## src/rtl/zkbdmus_fifo_if.sv

```systemverilog
// Keyboard matrix, Kempston mouse and scancode FIFO signal bundle.
// master drives stimulus and host reads; slave is the peripheral side.
interface zkbdmus_fifo_if #(
    parameter int KCOLS = 5
);
    logic [8*KCOLS-1:0] kbd_in;
    logic               kbd_stb;
    logic [7:0]         mus_in;
    logic               mus_xstb;
    logic               mus_ystb;
    logic               mus_btnstb;
    logic               mus_mode;
    logic [7:0]         code_in;
    logic               code_stb;
    logic               code_rd;
    logic               code_clr;
    logic [15:8]        za;
    logic [KCOLS-1:0]   kbd_data;
    logic [7:0]         mus_data;
    logic [7:0]         code_data;
    logic               code_empty;
    logic               code_full;
    logic               code_ovf;

    modport master (
        output kbd_in, kbd_stb, mus_in, mus_xstb, mus_ystb, mus_btnstb, mus_mode,
               code_in, code_stb, code_rd, code_clr, za,
        input  kbd_data, mus_data, code_data, code_empty, code_full, code_ovf
    );

    modport slave (
        input  kbd_in, kbd_stb, mus_in, mus_xstb, mus_ystb, mus_btnstb, mus_mode,
               code_in, code_stb, code_rd, code_clr, za,
        output kbd_data, mus_data, code_data, code_empty, code_full, code_ovf
    );
endinterface

```

## src/rtl/zkbdmus_fifo.sv

```systemverilog
// Keyboard matrix latch, Kempston mouse registers and a first-word-fall-through
// scancode FIFO sharing one clock domain.
module zkbdmus_fifo #(
    parameter int KCOLS      = 5,
    parameter int FIFO_DEPTH = 8
) (
    input  logic           fclk,
    input  logic           rst,
    zkbdmus_fifo_if.slave  bus
);
    localparam int IW = $clog2(FIFO_DEPTH);

    logic [8*KCOLS-1:0] kbd_q;
    logic [7:0]         mus_x, mus_y, mus_btn;
    logic [7:0]         mem [FIFO_DEPTH];
    logic [IW:0]        wr_ptr, rd_ptr, occ;
    logic               ovf_q;
    logic               empty, full, do_push, do_pop;
    logic [KCOLS-1:0]   kd;

    // ---------------- keyboard ----------------
    always_ff @(posedge fclk) begin
        if (rst)              kbd_q <= '0;
        else if (bus.kbd_stb) kbd_q <= bus.kbd_in;
    end

    // Column j is pulled low when any selected (za low) row has that key pressed.
    always_comb begin
        kd = '1;
        for (int j = 0; j < KCOLS; j++)
            for (int r = 0; r < 8; r++)
                if (!bus.za[8+r] && kbd_q[r + 8*(KCOLS-1-j)]) kd[j] = 1'b0;
    end
    assign bus.kbd_data = kd;

    // ---------------- mouse ----------------
    always_ff @(posedge fclk) begin
        if (rst) begin
            mus_x   <= 8'h00;
            mus_y   <= 8'h00;
            mus_btn <= 8'hFF;
        end else begin
            if (bus.mus_btnstb) mus_btn <= bus.mus_in;
            if (bus.mus_xstb)   mus_x   <= bus.mus_mode ? mus_x + bus.mus_in : bus.mus_in;
            if (bus.mus_ystb)   mus_y   <= bus.mus_mode ? mus_y + bus.mus_in : bus.mus_in;
        end
    end

    assign bus.mus_data = !bus.za[8] ? mus_btn : (bus.za[10] ? mus_y : mus_x);

    // ---------------- scancode FIFO ----------------
    assign occ   = wr_ptr - rd_ptr;
    assign empty = (occ == '0);
    assign full  = (occ == (IW+1)'(FIFO_DEPTH));

    // A pop frees the slot a same-cycle push needs when full; pop on empty is dropped.
    assign do_pop  = bus.code_rd && !empty;
    assign do_push = bus.code_stb && (!full || do_pop);

    always_ff @(posedge fclk) begin
        if (rst || bus.code_clr) begin
            wr_ptr <= '0;
            rd_ptr <= '0;
            ovf_q  <= 1'b0;
        end else begin
            if (do_push) wr_ptr <= wr_ptr + (IW+1)'(1);
            if (do_pop)  rd_ptr <= rd_ptr + (IW+1)'(1);
            if (bus.code_stb && !do_push) ovf_q <= 1'b1;
        end
    end

    always_ff @(posedge fclk) begin
        if (!rst && !bus.code_clr && do_push) mem[wr_ptr[IW-1:0]] <= bus.code_in;
    end

    assign bus.code_data  = empty ? 8'h00 : mem[rd_ptr[IW-1:0]];
    assign bus.code_empty = empty;
    assign bus.code_full  = full;
    assign bus.code_ovf   = ovf_q;
endmodule

```

## src/flat_wrapper.sv

```systemverilog
// flat-port wrapper written by rule: the top's interface ports become plain ports
module zkbdmus_fifo_flat 
#(
    parameter int KCOLS      = 5,
    parameter int FIFO_DEPTH = 8
)
  (fclk, rst, bus_kbd_in, bus_kbd_stb, bus_mus_in, bus_mus_xstb, bus_mus_ystb, bus_mus_btnstb, bus_mus_mode, bus_code_in, bus_code_stb, bus_code_rd, bus_code_clr, bus_za, bus_kbd_data, bus_mus_data, bus_code_data, bus_code_empty, bus_code_full, bus_code_ovf);
  zkbdmus_fifo_if #(.KCOLS(KCOLS)) bus_i ();
  input  logic fclk;
  input  logic rst;
  input wire logic [$bits(bus_i.kbd_in)-1:0] bus_kbd_in;
  input wire logic [$bits(bus_i.kbd_stb)-1:0] bus_kbd_stb;
  input wire logic [$bits(bus_i.mus_in)-1:0] bus_mus_in;
  input wire logic [$bits(bus_i.mus_xstb)-1:0] bus_mus_xstb;
  input wire logic [$bits(bus_i.mus_ystb)-1:0] bus_mus_ystb;
  input wire logic [$bits(bus_i.mus_btnstb)-1:0] bus_mus_btnstb;
  input wire logic [$bits(bus_i.mus_mode)-1:0] bus_mus_mode;
  input wire logic [$bits(bus_i.code_in)-1:0] bus_code_in;
  input wire logic [$bits(bus_i.code_stb)-1:0] bus_code_stb;
  input wire logic [$bits(bus_i.code_rd)-1:0] bus_code_rd;
  input wire logic [$bits(bus_i.code_clr)-1:0] bus_code_clr;
  input wire logic [$bits(bus_i.za)-1:0] bus_za;
  output wire logic [$bits(bus_i.kbd_data)-1:0] bus_kbd_data;
  output wire logic [$bits(bus_i.mus_data)-1:0] bus_mus_data;
  output wire logic [$bits(bus_i.code_data)-1:0] bus_code_data;
  output wire logic [$bits(bus_i.code_empty)-1:0] bus_code_empty;
  output wire logic [$bits(bus_i.code_full)-1:0] bus_code_full;
  output wire logic [$bits(bus_i.code_ovf)-1:0] bus_code_ovf;
  assign bus_i.kbd_in = bus_kbd_in;
  assign bus_i.kbd_stb = bus_kbd_stb;
  assign bus_i.mus_in = bus_mus_in;
  assign bus_i.mus_xstb = bus_mus_xstb;
  assign bus_i.mus_ystb = bus_mus_ystb;
  assign bus_i.mus_btnstb = bus_mus_btnstb;
  assign bus_i.mus_mode = bus_mus_mode;
  assign bus_i.code_in = bus_code_in;
  assign bus_i.code_stb = bus_code_stb;
  assign bus_i.code_rd = bus_code_rd;
  assign bus_i.code_clr = bus_code_clr;
  assign bus_i.za = bus_za;
  assign bus_kbd_data = bus_i.kbd_data;
  assign bus_mus_data = bus_i.mus_data;
  assign bus_code_data = bus_i.code_data;
  assign bus_code_empty = bus_i.code_empty;
  assign bus_code_full = bus_i.code_full;
  assign bus_code_ovf = bus_i.code_ovf;
  zkbdmus_fifo #(.KCOLS(KCOLS), .FIFO_DEPTH(FIFO_DEPTH)) u_core (.fclk(fclk), .rst(rst), .bus(bus_i));
endmodule
```

## config.mk

```make
export PLATFORM = sky130hd
export DESIGN_NAME = zkbdmus_fifo_flat
export DESIGN_NICKNAME = d
export VERILOG_FILES = /design/src/rtl/zkbdmus_fifo_if.sv /design/src/rtl/zkbdmus_fifo.sv /design/src/flat_wrapper.sv
export SDC_FILE = /design/constraint.sdc
export NUM_CORES = 1
export LEC_CHECK = 0
export BUFFER_PORTS_ARGS = -buffer_cell sky130_fd_sc_hd__clkbuf_2
export CAP_MARGIN = 0
export CORE_MARGIN = 1.5
export CORE_UTILIZATION = 57
export CTS_BUF_LIST = sky130_fd_sc_hd__clkbuf_16
export CTS_CLUSTER_DIAMETER = 100
export DETAILED_ROUTE_END_ITERATION = 7
export GPL_TIMING_DRIVEN = 0
export HOLD_SLACK_MARGIN = 0.06
export PLACE_DENSITY_LB_ADDON = 0.05
export RECOVER_POWER = 25
export SLEW_MARGIN = 20
export SYNTH_ARGS = -nofsm -noshare
export SYNTH_HDL_FRONTEND = slang
export SYNTH_SLANG_ARGS = --single-unit
```

## constraint.sdc

```tcl
create_clock -name fclk -period 3.2 [get_ports fclk]
set_input_delay 0.64 -clock fclk [delete_from_list [all_inputs] [get_ports fclk]]
set_output_delay 0.64 -clock fclk [all_outputs]
set_load 0.02 [all_outputs]
```

==> results of run 1 <==
metrics by stage:
stage / util, % / power (mW)
finish: 69.4 / 4.60
global route: 69.4 / 4.77
CTS: 69.3 / 4.63
detailed placement: 63.8 / 2.57
global placement: 63.8 / 2.55
floorplan: - / 2.38
worst max-delay path, cell delays in order (launching register included):
cell and delay, ns:
dfxtp_1 0.38, inv_1 0.08, ha_2 0.38, nand3b_1 0.13
a21o_2 0.24, and4bb_1 0.23, clkbuf_4 0.21, nor2_1 0.13
clkbuf_2 0.18
worst max-delay path by stage:
stage	from	endpoint	slack (ns)	cells after the start
2_1_floorplan	u_core.rd_ptr[2]	u_core.mem[1][0]	0.50	8
3_3_place_gp	u_core.rd_ptr[2]	u_core.mem[1][7]	-0.13	8
3_5_place_dp	u_core.wr_ptr[1]	u_core.mem[3][3]	0.18	7
4_1_cts	u_core.wr_ptr[1]	bus_code_data[1]	0.06	7
5_1_grt	u_core.rd_ptr[2]	bus_code_data[2]	-0.006	8
6_report	u_core.rd_ptr[2]	bus_code_data[1]	0.17	8
cell families (layout without fill, tap and decap cells):
family / count (synthesis) / after routing
simple gates: 151 / 151
flops: 140 / 140
compound gates: 108 / 108
buf+inv: 86 / 210
mux: 79 / 79
fa+ha+maj: 21 / 21
xor+xnor: 10 / 10
cells in the mapped netlist (all sizes together), types with 2 or more instances:
cell	number	share of area, %
nor3	4	0.38
a21o	7	0.81
nand2	11	0.62
o21ai	16	1.2
o211ai	2	0.23
nor4	6	0.57
buf	15	0.96
nor3b	4	0.76
nand3	2	0.23
a31oi	3	0.28
a211o	10	1.3
fa	2	0.61
a21oi	24	1.8
or3	4	0.53
ha	19	3.6
o22ai	21	2.0
nand2b	6	0.68
mux2i	62	9.4
a311oi	4	0.53
edfxtp	64	29
a21boi	2	0.23
mux4	16	5.4
xor2	3	0.40
a211oi	11	1.2
xnor2	7	0.93
dfxtp	76	23
nor2b	17	1.6
nor2	90	5.1
a221oi	2	0.26
a2111oi	2	0.55
inv	54	3.1
clkbuf	17	0.96
cells in the final DEF (no fill, tap or decap), types with 16 or more instances in the layout:
cell        n
nor2_1     90
clkbuf_2   85
dfxtp_1    75
edfxtp_1   64
mux2i_1    62
inv_1      54
clkbuf_1   24
a21oi_1    23
o22ai_1    21
ha_1       18
nor2b_1    17
clkbuf_16  17
mux4_2     16
repair_timing:
action,4_1_cts,5_1_grt
hold buffers,0,0
setup endpoints to repair,1,10
resized for setup,1,6
power by group:
part	internal, mW	total, mW	switching, mW
registers	1.93	1.97	0.0394
logic	0.238	0.565	0.327
clock network	1.30	2.06	0.764
final cells by class:
| class | instances | area (um2) | share of cell area (%) |
|---|---|---|---|
| sequential | 140 | 3440 | 43.6 |
| clock buffer | 17 | 425 | 5.39 |
| multi-input combinational | 369 | 2860 | 36.2 |
| timing repair buffer | 92 | 450 | 5.71 |
| inverter | 54 | 203 | 2.57 |
| clock inverter | 15 | 198 | 2.51 |
| buffer | 32 | 134 | 1.70 |
| tap | 143 | 179 | 2.27 |
metal layers:
| layer | global-route usage [%] | part of all wire [%] | up-vias | routed length (um) |
|---|---|---|---|---|
| li1 | - | - | 2365 | - |
| met1 | 31.4 | 42 | 2319 | 6330 |
| met2 | 43.5 | 51 | 120 | 7780 |
| met3 | 6.45 | 5.1 | 17 | 764 |
| met4 | 10.5 | 1.6 | 0 | 245 |
| met5 | 0 | 0 | - | 0 |
state kept, by name (all words and copies together), names as in the netlist, named ones only:
register and count:
u_core.mem 64, u_core.bus.code_ovf 1, u_core.rd_ptr 4, u_core.kbd_q 40, u_core.mus_y 8, u_core.mus_btn 8, u_core.mus_x 8, u_core.wr_ptr 4
==> results.md, run 1 <==
- Vias in the first global route: 4,810
- Worst R2R Setup Slack: 0.25 ns
- Adder-cell area share of the yosys netlist: 4.20%
- Yosys reg bits: 140
- Slew margin rel.: 37.1%
- Outcome: finished, final reports clean
- Die height: 111 um
- Initial Utilization: 58.2%
- Final WL: 15,100 um
- Largest net degree at the start of global routing: 17
- Worst vdd ir: 0.407 mV
- Synthesized net count: 690
- Simple-Gate Fraction of Synth Area: 11.4%
- Area Overhead vs Synth: 19.3%
- Port Buffer Count: 92
- Initial antenna violation count: 0
- Post-synthesis sequential area ratio: 52.1%
- GR Util All Layers: 25.7%
- Final Critical Period: 3.03 ns
- PwrDens: 583 nW/um2
- Async SR Flop Fraction: 0%
- DR WL/cell: 17.5 um
- RD Place Congestion: 0.833
- Final setup vio count: 0
- Total Neg Setup Slack: 0 ns
- GRT Residual Overflow: 0
- EDFF count, synth: 64
- Post-Syn Instances: 595
- DP HPWL: 10,500 um
- R2R Path End: u_core.mem[3][3]
- CTS Buf Count: 17
- Main combinational cell family by area after synthesis: multiplexers
- Placed cells: 830
- Prevailing post-synth register cell: dfxtp_1
- Final Worst Setup Slack: 0.171 ns
- Fillers: 900
- DRT iter0 DRCs: 260
- Final #Nets: 801
- Fin crit share: 94.7%
- Clk sinks: 140
- Non-Filler Instances: 862
- Die area: 12,300 um2
- Max Root-Sink Buffers: 2
- Kind of critical path: reg2out
- Max-slew violations: 0
- Max Clk Rate: 0.330 GHz
- Area fraction in compound gates after synthesis: 11.0%
- FF-to-FF Start: u_core.rd_ptr[2]
- Antenna viol nets, final: 0
- Max-cap violations: 0
- Cell area after synthesis: 6610 um2
- Xor and xnor area share after synthesis: 1.32%
- Clk pin slew, worst setup/hold paths: 0.06 ns
- Leak pwr: 3.17 nW
- Hold_sp: bus_kbd_in[17]
- Root Driver: clkbuf_16
- Hold Path Class: in2reg
- WP data arrival: 2.39 ns
- CP Max Fanout: 10
- Worst-skew pair later-pin latency: 0.43 ns
- DRC: 0
- Worst path required time: 2.56 ns
- Proportion of synthesized area in mux cells: 15.0%
- Hold Path Depth: 3
- Post-DP Area: 7260 um2
- Die width: 111 um
- Setup Fix Bufs, Post-CTS: 0
- R2r worst-path depth: 8
- Final Hold Viols: 0
- First-pass GRT wire length: 24,200 um
- Mean Syn Cell Area: 11.1 um2
- Worst Hold Path EP: u_core.kbd_q[17]
- IO Pins: 98
- Post-route cell area: 7890 um2
- Vias per cell: 5.59
- Ys Warns: 0
- Place WS: 0.184 ns
- Hold WS: 0.446 ns
- Cell variety after synth: 52
- Via Count: 4,821
- Share of layout cells above drive strength 1: 21.6%
- Pin slew with the least headroom to its limit: 0.939 ns
- Layout Skew: 0.00932 ns
- # rows: 39
- Antenna fix cells: 0
- Startpoint types: flop
- Core area: 11,400 um2
- CP Capture Type: output port
- H-tree depth: 4
- Drt pass-1 iters: 4
- TritonCTS clock tree: done
No activity file was read; power rests on OpenSTA's default activity.
==> run 2, diff against run 1 <==
- CORE_UTILIZATION: 57 -> 52
- clock period: 3.2 -> 2.6 ns (I/O delays scaled with it)
==> results.md, run 2 (same netlist as run 1, synthesis figures left out) <==
- Final #Nets: 819
- DRC: 0
- Final Critical Period: 2.64 ns
- Failing checks: setup timing
- CP Capture Type: output port
- Max Root-Sink Buffers: 2
- Die height: 116 um
- Max-slew violations: 0
- Max Clk Rate: 0.378 GHz
- Most common library cell in the layout ignoring fill and taps: nor2_1
- # rows: 41
- Most frequent cells in the layout: nor2_1, clkbuf_2, dfxtp_1
- Vias per cell: 5.37
- Net Sw Frac: 25.0%
- DP HPWL: 10,300 um
- Max-cap violations: 0
- CTS Buf Count: 17
- Final WL: 15,600 um
- Int Power: 4.24 mW
- Die area: 13,400 um2
- GRT Residual Overflow: 0
- Vias in the first global route: 4,793
- Kind of critical path: reg2out
- Largest net degree at the start of global routing: 17
- Sequential power share: 42.9%
- Worst path required time: 2.08 ns
- Root Driver: clkbuf_16
- H-tree depth: 4
- Combinational Power Share: 13.9%
- Final Worst Setup Slack: -0.0444 ns
- Die width: 116 um
- Layout Skew: 0.0121 ns
- Pin slew with the least headroom to its limit: 0.831 ns
- Place WS: -0.375 ns
- Area Overhead vs Synth: 26.4%
- Core area: 12,500 um2
- Post-route total power: 5.65 mW
- Clk pwr share: 43.1%
- PwrDens: 676 nW/um2
- Worst vdd ir: 0.428 mV
- Fin crit share: 102%
- IO Pins: 98
- Via Count: 4,882
- Largest register FFs: 64
- DRT iter0 DRCs: 265
- Antenna fix cells: 0
- Leak pwr: 3.32 nW
- Startpoint types: flop
- Drt pass-1 iters: 4
- Port Buffer Count: 92
- Fillers: 1,012
- Final setup vio count: 6
- Initial Utilization: 52.8%
- DR WL/cell: 17.2 um
- Clk pin slew, worst setup/hold paths: 0.06 ns
- RSZ-0062 raised after global routing: true
- Final Hold Viols: 0
- Post-CTS Hold Buffers: 0
- TritonCTS clock tree: done
- RD Place Congestion: 0.825
- WP data arrival: 2.12 ns
- Hold WS: 0.343 ns
- Antenna viol nets, final: 0
- Initial antenna violation count: 0
- Slew margin rel.: 44.6%
- GR Util All Layers: 23.9%
- Switching power: 1.41 mW
- Placed cells: 859
- Non-Filler Instances: 909
- First-pass GRT wire length: 23,800 um
- Hold Path Class: in2reg
- Clk sinks: 140
- CP Max Fanout: 5
- Worst-skew pair later-pin latency: 0.42 ns
- Share of layout cells above drive strength 1: 26.3%
- Outcome: finished with violations
run 2: cell types whose count changed in the layout (fill, tap and decap cells not counted), moves of 5 or more:
cell | previous run | this run
nor2_4 | 0 | 5
buf_12 | 0 | 5
buf_4 | 0 | 16
nor2_1 | 90 | 82
dfxtp_1 | 75 | 70
clkbuf_2 | 85 | 76
buf_6 | 0 | 6
run 2: metal layers:
metal	wire length [um]	global-route usage, %	vias to the layer above
met5	0	0	-
met3	721	6.33	23
met1	6560	28.2	2337
met4	253	8.62	0
li1	-	-	2402
met2	8060	42.2	120
run 2: metrics by stage:
step | util [%] | area, um2 | TNS, ns
CTS | 65.7 | 8230 | -0.00430
global route | 66.8 | 8360 | -0.456
floorplan | - | 6620 | 0
global placement | 58.3 | 7290 | -19.48
detailed placement | 58.3 | 7290 | -20.11
finish | 66.8 | 8360 | -0.101
run 2: worst paths after layout:
path              slack (ns)                 from                  end  depth (start not counted)
setup / recovery       -0.04     u_core.rd_ptr[2]     bus_code_data[3]                          8
hold / removal          0.34        bus_kbd_in[7]      u_core.kbd_q[7]                          3
setup reg to reg        0.06     u_core.rd_ptr[2]     u_core.mem[2][5]                         10
hold reg to reg         0.48  u_core.bus.code_ovf  u_core.bus.code_ovf                          2
run 2: area by class of cell:
cell class	instances	area (um2)	share of cell area [%]
timing repair buffer	112	723	8.66
clock inverter	15	173	2.07
tap	172	215	2.58
buffer	30	155	1.86
multi-input combinational	369	3010	36.0
sequential	140	3450	41.3
inverter	54	203	2.43
clock buffer	17	425	5.09
run 2: critical path, cell delays in order, from the launching register on:
cell	delay [ns]
dfxtp_2	0.33
inv_2	0.04
ha_4	0.25
a21oi_4	0.21
a21o_2	0.19
and4bb_4	0.32
buf_8	0.14
nor2_1	0.06
buf_4	0.16
run 2: power by group through the flow:
stage	registers, mW	clock network (mW)	logic (mW)
CTS	2.42	2.47	0.754
detailed placement	2.47	0	0.689
global route	2.43	2.57	0.862
global placement	2.47	0	0.669
finish	2.43	2.44	0.787
floorplan	2.46	0	0.473
run 2: timing repair:
| action | in CTS | in global routing |
|---|---|---|
| gates cloned | 1 | 0 |
| setup buffers | 15 | 4 |
| pin swaps | 10 | 8 |
| setup endpoints to repair | 73 | 35 |
| hold endpoints to repair | 0 | 0 |
| resized for setup | 47 | 29 |
